[src/rtl/demux2_reg.sv]
// Registered 1-to-2 demultiplexer with valid/ready handshake and a 2-entry FIFO per output port.
// Optional per-port accepted-word counters are compiled in with DEMUX2_STATS_EN.
module demux2_reg #(
  parameter int unsigned WIDTH = 32
) (
  input  logic             clk,
  input  logic             reset,
  input  logic             in_valid,
  output logic             in_ready,
  input  logic [WIDTH-1:0] in_data,
  input  logic             sel,
  output logic             out0_valid,
  input  logic             out0_ready,
  output logic [WIDTH-1:0] out0_data,
  output logic             out1_valid,
  input  logic             out1_ready,
  output logic [WIDTH-1:0] out1_data
`ifdef DEMUX2_STATS_EN
  ,
  output logic [15:0]      count0,
  output logic [15:0]      count1
`endif
);

  localparam int unsigned NPORT = 2;

  typedef enum logic [1:0] {
    EMPTY = 2'd0,
    ONE   = 2'd1,
    TWO   = 2'd2
  } fifo_state_t;

  fifo_state_t                   state_q [NPORT];
  fifo_state_t                   state_d [NPORT];
  logic [NPORT-1:0][WIDTH-1:0]   head_q;
  logic [NPORT-1:0][WIDTH-1:0]   head_d;
  logic [NPORT-1:0][WIDTH-1:0]   tail_q;
  logic [NPORT-1:0][WIDTH-1:0]   tail_d;
  logic [NPORT-1:0]              enq;
  logic [NPORT-1:0]              deq;
  logic [NPORT-1:0]              out_ready;

  assign out_ready = {out1_ready, out0_ready};

  // Depends only on sel and registered state, never on the consumers' ready.
  assign in_ready = (state_q[sel] != TWO);

  assign out0_valid = (state_q[0] != EMPTY);
  assign out1_valid = (state_q[1] != EMPTY);
  assign out0_data  = head_q[0];
  assign out1_data  = head_q[1];

  always_ff @(posedge clk) begin
    if (reset) begin
      for (int k = 0; k < NPORT; k++) begin
        state_q[k] <= EMPTY;
      end
      head_q <= '0;
      tail_q <= '0;
    end else begin
      for (int k = 0; k < NPORT; k++) begin
        state_q[k] <= state_d[k];
      end
      head_q <= head_d;
      tail_q <= tail_d;
    end
  end

  // Per-port next state and buffer contents.
  always_comb begin
    head_d = head_q;
    tail_d = tail_q;
    enq    = '0;
    deq    = '0;
    for (int k = 0; k < NPORT; k++) begin
      state_d[k] = state_q[k];
      enq[k]     = in_valid && in_ready && (sel == 1'(k));
      deq[k]     = (state_q[k] != EMPTY) && out_ready[k];
      case (state_q[k])
        EMPTY: begin
          if (enq[k]) begin
            state_d[k] = ONE;
            head_d[k]  = in_data;
          end
        end
        ONE: begin
          case ({enq[k], deq[k]})
            2'b10: begin
              state_d[k] = TWO;
              tail_d[k]  = in_data;
            end
            2'b01: state_d[k] = EMPTY;
            2'b11: head_d[k] = in_data;
            default: ;
          endcase
        end
        TWO: begin
          if (deq[k]) begin
            state_d[k] = ONE;
            head_d[k]  = tail_q[k];
          end
        end
        default: state_d[k] = EMPTY;
      endcase
    end
  end

`ifdef DEMUX2_STATS_EN
  // Free-running wrap-around enqueue counters.
  always_ff @(posedge clk) begin
    if (reset) begin
      count0 <= 16'd0;
      count1 <= 16'd0;
    end else begin
      if (enq[0]) count0 <= count0 + 16'd1;
      if (enq[1]) count1 <= count1 + 16'd1;
    end
  end
`endif

endmodule

[config.mk]
export PLATFORM = sky130hd
export DESIGN_NAME = demux2_reg
export DESIGN_NICKNAME = d
export VERILOG_FILES = /design/src/rtl/demux2_reg.sv
export SDC_FILE = /design/constraint.sdc
export NUM_CORES = 1
export LEC_CHECK = 0
export CAP_MARGIN = 10
export CORE_ASPECT_RATIO = 2
export CORE_MARGIN = 8
export CORE_UTILIZATION = 45
export CTS_CLUSTER_DIAMETER = 60
export DETAILED_ROUTE_END_ITERATION = 8
export HOLD_SLACK_MARGIN = 0.03
export PLACE_DENSITY_LB_ADDON = 0.1
export SKIP_CTS_REPAIR_TIMING = 1
export SLEW_MARGIN = 10
export SYNTH_ARGS = -nofsm -noshare
export SYNTH_HDL_FRONTEND = slang
export SYNTH_SLANG_ARGS = --single-unit
[constraint.sdc]
create_clock -name clk -period 4 [get_ports clk]
set_input_delay 0.6 -clock clk [delete_from_list [all_inputs] [get_ports clk]]
set_output_delay 0.6 -clock clk [all_outputs]
set_load 0.005 [all_outputs]
==> impl_results.md <==
- Required @ worst endpoint: 3400 ps
- Max_slew headroom: 0.404
- Num ports: 105
- Most common cell in the synthesized netlist: nand2_1
- Initial Util: 0.460
- Worst r2r src: state_q[0][0]
- Pwr Density: 456 nW/um^2
- Status: completed
- Filler cell count: 1059
- Final setup violating endpoints: 0
- Net Count, Synth: 637
- Total Routing Usage GR: 0.177
- Fin nets: 726
- DR WL/cell: 16.6 microns
- Clk_lat worst skew: 410 ps
- Die Y: 173 microns
- Via count: 4335
- Antenna violations before repair: 0
- Core footprint: 12100 sq um
- Longest Clk Path Bufs: 2
- CP Capture Type: output port
- Hold Violations, Final: 0
- CP max FO: 3
- Synth top area share: 0.477
- Number of clock sinks: 132
- Ys flop type: dfxtp_1
- Setup Skew: 6.90 ps
- Total CTS buffers: 17
- Die width: 94.5 microns
- GRT overflow: 0
- Post-Route Utilization: 0.600
- Die ar.: 16300 sq um
- CTS tree: built
- Max-slew violations: 0
- Post-synth top area cell: dfxtp_1
- Leakage: 2.93 nW
- RSZ-0062 raised after global routing: no
- Gpl congestion: 0.769
- EDFF count, synth: 0
- Residual DRC count: 0
- #FFs+latches synth: 132
- Worst-Margin Slew: 891 ps
- Row cnt: 57
- GR Layer Usage met2: 0.314
- Critical path launch point type: input pin
- Mapped Area: 5540 sq um
- PortBufs: 104
- Period utilization: 0.648
- CP startpoint: sel
- Layer with the highest usage: met2
- Worst Hold Class: reg -> reg
- Ant diodes: 0
- DR iter-0 viols: 257
- Root Buffer: clkbuf_16
- Met3 usage: 0.0495
- Drt pass-1 iters: 4
- Post-synthesis sequential area ratio: 0.477
- CP Class: in -> out
- First-pass GRT wire length: 22800 microns
- Maximum clock frequency: 0.386 GHz
- Yosys warning total: 0
- Max-Cap Viols: 0
- Synth cell count leaders: nand2_1 (133), dfxtp_1 (132), nor2_1 (70)
- Total power: 0.00330 W
- Met1 Usage GRT: 0.192
- Synthesized instance count: 599
- Area contributors post-synth: dfxtp_1 (48%), mux2i_1 (12%), nand2_1 (9.0%)
- Hold path start: tail_q[40]
- Post-route setup TNS: 0 ps
- H-tree Lvls: 4
- Vias per cell: 5.11
- Mapped Avg Cell Area: 9.25 sq um
- Synth unique cells: 25
- Area growth syn-to-layout: 30.5%
- Share of cells above drive strength 1: 0.116
- FFs w/ async S/R, synth: 0
- Peak VDD IR: 0.000389 V
- Clock-pin slew on the worst setup and hold paths: 50 ps
- Routed WL: 14100 microns
- Largest net degree at the start of global routing: 82
- HPWL after DPL: 9460 microns
- Routed Antenna Nets: 0
- Arr. time, crit path: 1990 ps
- Fin crit period: 2590 ps
- Vias in the first global route: 4525
## logic make-up (layout without fill, tap and decap cells)
group | Yosys count | count (layout) | share of synthesized area
AND/OR/NAND/NOR | 216 | 216 | 0.154
flip-flops | 132 | 132 | 0.477
multiplexers | 130 | 130 | 0.249
AO/OA/AOI/OAI | 72 | 72 | 0.0713
buffers and inverters | 49 | 151 | 0.0483
## state kept, by name (all words and copies together) (netlist names)
signal     count
out1_data     32
out0_data     32
state_q        4
tail_q        64
## worst paths after layout
path                    to  slack, ps  cells after the start
max               in_ready       1410                      5
min             tail_q[40]        450                      2
max reg2reg  out0_data[16]       1810                      5
min reg2reg     tail_q[40]        450                      2
## critical path, stage by stage
cell	delay, ps
clkdlybuf4s50_1	460
inv_1	150
nor2_1	60
a21oi_1	160
clkdlybuf4s50_1	550
## metrics by stage
stage / instance area [sq um] / hold slack (ps) / setup slack (ps) / instances
2_1_floorplan: 5540 / 432 / 2310 / 599
5_1_grt: 7230 / 473 / 1260 / 848
4_1_cts: 7230 / 452 / 1390 / 848
3_3_place_gp: 6620 / 438 / 1140 / 816
3_5_place_dp: 6620 / 444 / 1070 / 816
6_report: 7230 / 451 / 1410 / 848
## metal layers
| layer | share of wire | routed length, microns |
|---|---|---|
| met1 | 0.40 | 5670 |
| met3 | 0.046 | 643 |
| met5 | 0 | 0 |
| met4 | 0.013 | 188 |
| met2 | 0.54 | 7590 |
## power breakdown
| group | switching (W) | internal, W |
|---|---|---|
| clock network | 0.000555 | 0.00104 |
| logic | 0.000139 | 0.000173 |
| registers | 0.0000272 | 0.00136 |
| total | 0.000722 | 0.00258 |
## layout make-up
type | count | area, sq um | area share
multi-input cells | 418 | 2660 | 0.367
flip-flops and latches | 132 | 2640 | 0.365
repair buffers | 115 | 1120 | 0.155
clock buffers | 23 | 488 | 0.0675
well taps | 147 | 184 | 0.0254
clock inverters | 9 | 125 | 0.0173
inverters | 4 | 15.0 | 0.00208
## placed cells by master, fill, tap and decap left out, drive strengths merged
cell,Yosys,routed
a21oi,66,66
a22oi,1,1
a41oi,1,1
and3b,1,1
buf,29,12
bufinv,0,3
clkbuf,16,23
clkdlybuf4s50,0,103
clkinv,0,4
clkinvlp,0,2
dfxtp,132,132
inv,4,4
mux2,64,64
mux2i,66,66
nand2,133,133
nand2b,4,4
nand3b,1,1
nor2,70,70
nor2b,2,2
nor3,2,2
o21a,1,1
o21ai,1,1
o22a,1,1
o31a,1,1
or2,1,1
or3,2,2
No activity file was read; power rests on OpenSTA's default activity.
